===== src/rtl/function_sweep_ctrl.sv =====
// Sweep sequencer for a 4-input/1-output function block. It drives vectors 0..15 in order,
// waits SETTLE_CYCLES per vector, samples f, and compares the result with an expected truth table.
module function_sweep_ctrl #(
    parameter int SETTLE_CYCLES = 2,
    parameter int SETTLE_W      = 4
) (
    input  logic        clk,
    input  logic        reset,
    input  logic        start,
    input  logic        abort,
    input  logic [15:0] expected,
    output logic        fn_a,
    output logic        fn_b,
    output logic        fn_c,
    output logic        fn_d,
    input  logic        fn_f,
    output logic        busy,
    output logic        done,
    output logic        valid,
    output logic [15:0] truth_table,
    output logic        mismatch,
    output logic [3:0]  first_err_idx,
    output logic [4:0]  err_count
);

    localparam logic [1:0] S_IDLE = 2'd0;
    localparam logic [1:0] S_RUN  = 2'd1;
    localparam logic [1:0] S_DONE = 2'd2;

    localparam logic [SETTLE_W-1:0] SETTLE_LOAD = SETTLE_W'(SETTLE_CYCLES - 1);

    logic [1:0]          state;
    logic [3:0]          idx;
    logic [3:0]          vec;
    logic [SETTLE_W-1:0] settle;
    logic [15:0]         exp_q;

    // The drive vector is kept separate from idx so fn_* can return to 0 in DONE.
    assign fn_a = vec[3];
    assign fn_b = vec[2];
    assign fn_c = vec[1];
    assign fn_d = vec[0];

    always_ff @(posedge clk) begin
        if (reset) begin
            state         <= S_IDLE;
            idx           <= 4'd0;
            vec           <= 4'd0;
            settle        <= '0;
            exp_q         <= 16'd0;
            busy          <= 1'b0;
            done          <= 1'b0;
            valid         <= 1'b0;
            truth_table   <= 16'd0;
            mismatch      <= 1'b0;
            first_err_idx <= 4'd0;
            err_count     <= 5'd0;
        end else begin
            done <= 1'b0;
            case (state)
                S_IDLE: begin
                    if (start && !abort) begin
                        exp_q         <= expected;
                        truth_table   <= 16'd0;
                        mismatch      <= 1'b0;
                        first_err_idx <= 4'd0;
                        err_count     <= 5'd0;
                        valid         <= 1'b0;
                        idx           <= 4'd0;
                        vec           <= 4'd0;
                        settle        <= SETTLE_LOAD;
                        busy          <= 1'b1;
                        state         <= S_RUN;
                    end
                end
                S_RUN: begin
                    // Abort outranks the sample edge, so a last-vector abort never raises done.
                    if (abort) begin
                        state <= S_IDLE;
                        busy  <= 1'b0;
                        vec   <= 4'd0;
                    end else if (settle != '0) begin
                        settle <= settle - 1'b1;
                    end else begin
                        truth_table[idx] <= fn_f;
                        if (fn_f != exp_q[idx]) begin
                            err_count <= err_count + 5'd1;
                            if (!mismatch) begin
                                mismatch      <= 1'b1;
                                first_err_idx <= idx;
                            end
                        end
                        if (idx != 4'd15) begin
                            idx    <= idx + 4'd1;
                            vec    <= idx + 4'd1;
                            settle <= SETTLE_LOAD;
                        end else begin
                            state <= S_DONE;
                            busy  <= 1'b0;
                            done  <= 1'b1;
                            valid <= 1'b1;
                            vec   <= 4'd0;
                        end
                    end
                end
                S_DONE: begin
                    state <= S_IDLE;
                end
                default: begin
                    state <= S_IDLE;
                    busy  <= 1'b0;
                    vec   <= 4'd0;
                end
            endcase
        end
    end

endmodule

===== config.mk =====
export PLATFORM = sky130hd
export DESIGN_NAME = function_sweep_ctrl
export DESIGN_NICKNAME = d
export VERILOG_FILES = /design/src/rtl/function_sweep_ctrl.sv
export SDC_FILE = /design/constraint.sdc
export NUM_CORES = 1
export LEC_CHECK = 0
export BUFFER_PORTS_ARGS = -buffer_cell sky130_fd_sc_hd__buf_2
export CORE_MARGIN = 8
export CORE_UTILIZATION = 50
export DETAILED_ROUTE_END_ITERATION = 8
export GPL_ROUTABILITY_DRIVEN = 0
export PLACE_DENSITY = 0.81
export SLEW_MARGIN = 15
export SYNTH_ARGS = -nofsm -noshare
export SYNTH_HDL_FRONTEND = slang
export SYNTH_SLANG_ARGS = --single-unit

===== constraint.sdc =====
create_clock -name clk -period 3.2 [get_ports clk]
set_input_delay 0.32 -clock clk [delete_from_list [all_inputs] [get_ports clk]]
set_output_delay 0.32 -clock clk [all_outputs]
set_load 0.005 [all_outputs]

; ---- Yosys cells after proc, flatten, opt, wreduce, memory -nomap -nowiden
; Index checks and enable logic that the tools add are counted.
[classes]
add_sub_neg = 3
magnitude_cmp = 2
eq_ne = 14
mux = 53
bitwise_logic = 2
n_reduce_logical = 17
[ops]
columns = operator, count
row1 = $mux W4, 15
row2 = $mux W16, 3
row3 = $pmux W16 S2, 1
row4 = $pmux W4 S2, 3
row5 = $mux W5, 4
row6 = $bwmux W16, 1
row7 = $reduce_and A5 Y1, 3
row8 = $mux W1, 14
row9 = $ne A2 B2 Y1 const B, 7
row10 = $pmux W4 S3, 1
row11 = $reduce_and A4 Y1, 3
row12 = $pmux W5 S2, 1
row13 = $ne A3 B3 Y1 const B, 3
row14 = $mux W2, 4
row15 = $reduce_and A3 Y1, 2
row16 = $reduce_and A6 Y1, 1
row17 = $add A5 B1 Y5 const B, 1
row18 = $lt A4 B5 Y1 const B, 1
row19 = $add A4 B1 Y4 const B, 1
row20 = $bmux W1 S4, 1
row21 = $demux W1 S4, 1
row22 = $ge A4 B1 Y1 const B, 1
row23 = $ne A4 B4 Y1 const B, 1
row24 = $pmux W1 S2, 2
row25 = 14 further kinds, 16
[word_totals]
ff_bits = 59
in_bits = 21
out_inout_bits = 33
wordCells = 103

; ---- Longest topological paths before layout
; Gate-level depths: netlist of the first run.
[logic_depth]
ltp_word = 8
depth_mapped = 9
ltp_nobuf = 7

; ---- Worst setup path before layout of the first run
; Ideal clock, no wire load.
[synth_timing]
kind = register to register
from = register idx[2]
to = register err_count[0]
setup_time_ns = 0.075
arrival_ns = 2.151
t_required_ns = 3.125
slack_ns = 0.975
path_stages_with_launch = 7
path_buffers = 1
synth_period_minus_slack_ns = 2.225
cell_sequence = dfxtp_1 buf_6 mux4_1 mux4_2 xnor2_4 or3_1 o22ai_1
[synth_between]
elab_chain_len = 5
[synth_lines]
columns = item, line
row1 = start: declaration, 33  ; logic [3:0] idx;
row2 = start signal: assignment, 94  ; idx <= idx + 4'd1;
row3 = $bmux W1 S4, 86  ; if (fn_f != exp_q[idx]) begin
row4 = $mux W1 (implied by the code), 86
row5 = $ne A1 B1 Y1, 86
row6 = $ne A2 B2 Y1 (no line), --
row7 = $reduce_and A5 Y1 (no line), --
row8 = end signal: assignment, 87  ; err_count <= err_count + 5'd1;
row9 = end: declaration, 23  ; output logic [4:0] err_count
; No other way between the ends. The select of a mux whose other input is x is not followed.
; A chain may end at the register's enable or synchronous reset.

; ---- Worst setup path after layout of the first run
[layout_timing]
from = register idx[2]
to = register first_err_idx[1]
[layout_between]
elab_chain_len = 5
[layout_lines]
columns = item, line
row1 = $bmux W1 S4, 86
row2 = $mux W1 (implied by the code), 86
row3 = $ne A1 B1 Y1, 86
row4 = $ne A2 B2 Y1 (no line), --
row5 = $reduce_and A6 Y1 (no line), --
row6 = end signal: assignment, 90  ; first_err_idx <= idx;
row7 = end: declaration, 22  ; output logic [3:0] first_err_idx,
; No other way between the ends. The select of a mux whose other input is x is not followed.

==> results.cfg, run 1 <==
[route]
ant_nets = 0
dr.pass1.iters = 4
met1Wirelength_um = 3370
drcViolationCount = 0
detail_route.wl_per_cell_um = 15.5
top_layer_used = met4
vias_per_cell = 5.76
drt_iter0_drc = 170
vias = 2736
wl_met2_um = 3360
dr_wl_met3_um = 469
drt_wl_total_um = 7340

[floorplanning]
coreArea_um2 = 5850
fp.dieH_um = 93.2
num_rows = 28
die_w_um = 93.2
fp.dieArea_um2 = 8690
initial_core_util_pct = 51.0
io_pins = 54

[yosys]
ys_seq_elements = 59
synth_top_cell_by_area = dfxtp_1
synth_common_cells = 60 x a21oi_1, 59 x dfxtp_1, 48 x nand2_1, 24 x clkbuf_1, 22 x nand3_1
yosysSeqAreaShare_pct = 39.6
synthTopCellsByArea = dfxtp_1 40%, a21oi_1 10%, nand2_1 6.0%
synth.most_common_cell = a21oi_1
yosys_warnings = 0
synthFlopType = dfxtp_1
netlist_area_um2 = 2980
synth_top_area_share_pct = 39.6
synth_cell_types = 52
synth-edff-count = 0
syn_avg_cell_area_um2 = 8.26
syn-num-nets = 389
syn_inst = 361
synthArstFlopShare_pct = 0

[clocking]
cts_made_buffers = 9
cts.repair.resized = 0
cts_buffer_depth = 2
post_cts_buffers = 0
cts.clk_slew.worst_paths_ns = 0.06
htree_levels = 3
hold_buffers = 0
cts_sinks = 59
cts-root-buf = clkbuf_8
clock_latency_ns = 0.33
cts_tree = yes

[timing]
finalSetupTns_ns = 0
fmax_ghz = 0.361
min_period_over_period_pct = 86.5
rsz0062_at_grt = no
holdWs_ns = 0.221
setup_viol_count_final = 0
skew_ns = 0.00708
maxSlewHeadroom_pct = 54.2
tightest_slew_ns = 0.687
slew_viol_final = 0
hold_violations = 0
fin_crit_ns = 2.77

[cells_and_area]
final_cells = 475
antennaDiodeCount = 0
final_util_pct = 58.2
nFillCells = 526
layout-drive-gt1-share_pct = 21.0
area.growth.synth_to_final_pct = 14.1
nets = 423

[setup_path]
critPathCaptureType = flop
crit_arrival_ns = 2.97
critPathMaxFanout = 17
critical_path_class = reg -> reg
critPathLaunchType = flop
worstPathRequired_ns = 3.40

[global_route]
grt_max_degree = 37
antenna_found_initial = 0
grt_overflow = 0
grt_usage_pct = 17.6
grt_pass1_wl_um = 12400
grt_pass1_vias = 2585

[flow_run]
maxCapViolCount = 0

[placed_design]
portBuffers = 53
placedCellCount = 459
dp_hpwl_um = 5220

[power]
fin_total_pwr_uw = 1520
power_leakage_uw = 0.00132
powerDensity_nw_per_um2 = 446
vdd_ir_drop_max_uv = 286

[hold_path]
hold_class = in -> reg

[outcome]
outcome = completed
==> registers in the layout, indices dropped and copies added (netlist names) <==
signal / count
exp_q: 16
truth_table: 16
err_count: 5
first_err_idx: 4
idx: 4
settle: 4
vec: 4
state: 2
busy: 1
done: 1
mismatch: 1
valid: 1
==> stage by stage <==
stage | setup slack (ns) | area (µm²)
4_1_cts | 0.432 | 3400
3_5_place_dp | 0.481 | 3230
3_3_place_gp | 0.628 | 3230
2_1_floorplan | 0.975 | 2980
5_1_grt | 0.275 | 3400
6_report | 0.431 | 3400
==> final timing paths <==
kind         depth (start not counted)    startpoint          endpoint  slack (ns)
max reg2reg                          5        idx[2]  first_err_idx[1]        0.43
max                                  5        idx[2]  first_err_idx[1]        0.43
min                                  3  expected[14]         exp_q[14]        0.22
min reg2reg                          2      exp_q[4]          exp_q[4]        0.45
==> worst max-delay path, stage by stage, from the launching register on <==
cell and delay, ns:
dfxtp_1 0.71, mux4_1 0.68, mux2_2 0.34, mux2_1 0.33, a2111oi_0 0.46, a21oi_1 0.13
==> per-layer routing <==
layer / vias to the layer above / track usage, %
met5: - / 0
met4: 0 / 7.79
met3: 13 / 5.77
met2: 96 / 26.5
met1: 1263 / 22.3
li1: 1364 / -
==> power by group <==
| part | total (µW) | internal [µW] | switching, µW |
|---|---|---|---|
| logic | 152 | 54.5 | 97.7 |
| registers | 770 | 753 | 16.8 |
| clock network | 597 | 322 | 275 |
==> kinds of logic after synthesis <==
family	synth area share (%)
AO/OA/AOI/OAI	19.1
XOR/XNOR	2.39
adder cells (fa/ha/maj)	2.94
buffers and inverters	5.54
flip-flops	39.6
multiplexers	6.59
AND/OR/NAND/NOR	23.9
==> area by class of cell <==
type | instances | area [µm²] | share of cell area, %
multi-input combinational | 262 | 1640 | 48.3
clock buffer | 14 | 163 | 4.78
inverter | 7 | 26.3 | 0.772
timing repair buffer | 56 | 288 | 8.45
tap | 75 | 93.8 | 2.76
clock inverter | 2 | 10.0 | 0.294
sequential | 59 | 1180 | 34.7
==> layout by cell type (no fill, tap or decap), types with 4 or more instances in the layout <==
cell / instances
nor2_1: 12
dfxtp_1: 59
nand2_1: 48
nor3_1: 7
a2111oi_0: 4
inv_1: 6
nand3b_1: 4
ha_1: 7
nand3_1: 22
or3_1: 7
clkbuf_8: 11
buf_2: 53
o211ai_1: 4
o21ai_1: 10
o21ai_0: 12
nor4_1: 10
a21oi_1: 60
Note: power is estimated with default switching activity, not from simulation.
==> run 2: changes to the inputs <==
- CORE_ASPECT_RATIO: not set -> 0.75
==> run 2 against run 1 <==
Against the previous run:
- sequential share of layout area fell by 0.27 points
- via count rose by 4.0%
- utilization rose by 1.0 points
- clock power rose by 14%
- register-to-register slack barely moved
- flip-flop and latch count did not move
- largest power group unchanged
- hold slack got worse by 0.012 ns
- clock-buffer cell count fell by 4
- largest cell class unchanged
- non-clock buffer count fell by 1
==> results.cfg, run 2 (synthesized netlist as in run 1, its figures left out) <==
[timing]
finalSetupTns_ns = 0
maxSlewHeadroom_pct = 30.4
min_period_over_period_pct = 86.3
rsz0062_at_grt = no
tightest_slew_ns = 1.04
slew_viol_final = 0
setup_viol_count_final = 0
hold_violations = 0
fmax_ghz = 0.362
skew_ns = 0.00837
fin_crit_ns = 2.76

[floorplanning]
fp.dieArea_um2 = 8720
initial_core_util_pct = 51.5
coreArea_um2 = 5800
die_w_um = 105
io_pins = 54
fp.dieH_um = 82.9
num_rows = 24

[cells_and_area]
layout-drive-gt1-share_pct = 21.6
register_area_um2 = 1180
top_regs = exp_q (16), truth_table (16), err_count (5)
multi_input_area_um2 = 1640
final_cells = 477
area.growth.synth_to_final_pct = 15.0
antennaDiodeCount = 0
final_cell_mix = 60 x a21oi_1, 59 x dfxtp_1, 53 x buf_2
nFillCells = 528
nets = 422
layout_commonest_cell = a21oi_1

[clocking]
cts_tree = yes
post_cts_buffers = 0
cts_made_buffers = 9
cts.repair.resized = 0
cts-root-buf = clkbuf_8
hold_buffers = 0
cts_sinks = 59
htree_levels = 3
cts_buffer_depth = 2
clock_latency_ns = 0.34
cts.clk_slew.worst_paths_ns = 0.07

[route]
vias = 2846
drt_wl_total_um = 7710
dr.pass1.iters = 5
drcViolationCount = 0
detail_route.wl_per_cell_um = 16.2
drt_iter0_drc = 254
vias_per_cell = 5.97
ant_nets = 0

[hold_path]
worstHoldStart = expected[4]
min_to = exp_q[4]
min_path_cells = 3
hold_class = in -> reg

[setup_path]
r2r_end = err_count[3]
rr_startpoint = idx[2]
worstPathRequired_ns = 3.45
crit_arrival_ns = 3.01
critical_path_class = reg -> reg
r2r_slack_ns = 0.44
r2r_cells = 5
critPathLaunchType = flop
critPathCaptureType = flop
critPathMaxFanout = 17

[outcome]
outcome = completed

[global_route]
antenna_found_initial = 0
grt_usage_pct = 17.7
grt_pass1_wl_um = 12800
grt_max_degree = 60
grt_pass1_vias = 2659
grt_overflow = 0

[placed_design]
portBuffers = 53
dp_hpwl_um = 5470
placedCellCount = 461

[power]
power_leakage_uw = 0.00131
vdd_ir_drop_max_uv = 317
powerDensity_nw_per_um2 = 467

[flow_run]
maxCapViolCount = 0
==> run 2: changes by cell type in the layout (fill, tap and decap cells not counted) <==
cell | before | now
clkbuf_1 | 3 | 0
clkbuf_8 | 11 | 10
bufinv_16 | 0 | 1
clkinv_2 | 2 | 1
clkinvlp_4 | 0 | 4
buf_4 | 3 | 2
==> run 2: final cells by class <==
cell class | instances | share of cell area, %
Tap cell | 78 | 2.84
Clock inverter | 6 | 1.90
Inverter | 7 | 0.766
Clock buffer | 10 | 4.01
Multi-Input combinational cell | 262 | 47.9
Timing Repair Buffer | 55 | 8.17
Sequential cell | 59 | 34.4
==> run 2: worst max path at each step <==
stage          startpoint               end  slack [ns]
3_5_place_dp       idx[2]      err_count[3]        0.44
5_1_grt            idx[2]  first_err_idx[1]        0.24
2_1_floorplan      idx[2]      err_count[0]        0.97
3_3_place_gp       idx[2]      err_count[3]        0.58
4_1_cts            idx[2]      err_count[3]        0.44
6_report           idx[2]      err_count[3]        0.44
==> run 2: power by group <==
part / switching, µW / total, µW / leakage (µW) / internal, µW
registers: 16.3 / 769 / 0.000478 / 752
logic: 99.1 / 153 / 0.000743 / 53.8
clock network: 301 / 680 / 0.0000905 / 378
total: 417 / 1600 / 0.00131 / 1180
==> run 2: routing by layer <==
| layer | vias to the layer above | part of all wire [%] | GRT usage [%] |
|---|---|---|---|
| li1 | 1362 | - | - |
| met1 | 1333 | 44 | 21.8 |
| met2 | 139 | 47 | 27.7 |
| met3 | 12 | 7.8 | 6.25 |
| met4 | 0 | 1.4 | 6.72 |
| met5 | - | 0 | 0 |
==> run 2: through the flow <==
step	hold WS (ns)	utilization (%)	total power [µW]	area (µm²)	setup WS [ns]
5_1_grt	0.204	59.2	1670	3430	0.241
2_1_floorplan	0.432	-	890	2980	0.975
4_1_cts	0.197	59.2	1610	3430	0.436
3_5_place_dp	0.445	55.7	936	3230	0.440
6_report	0.209	59.2	1600	3430	0.438
3_3_place_gp	0.444	55.7	930	3230	0.578
==> run 2: worst max-delay path, cell delays in order, from the launching register on <==
cell,delay [ns]
dfxtp_1,0.69
mux4_1,0.67
mux4_2,0.56
xnor2_4,0.32
a21oi_2,0.16
o311ai_2,0.27
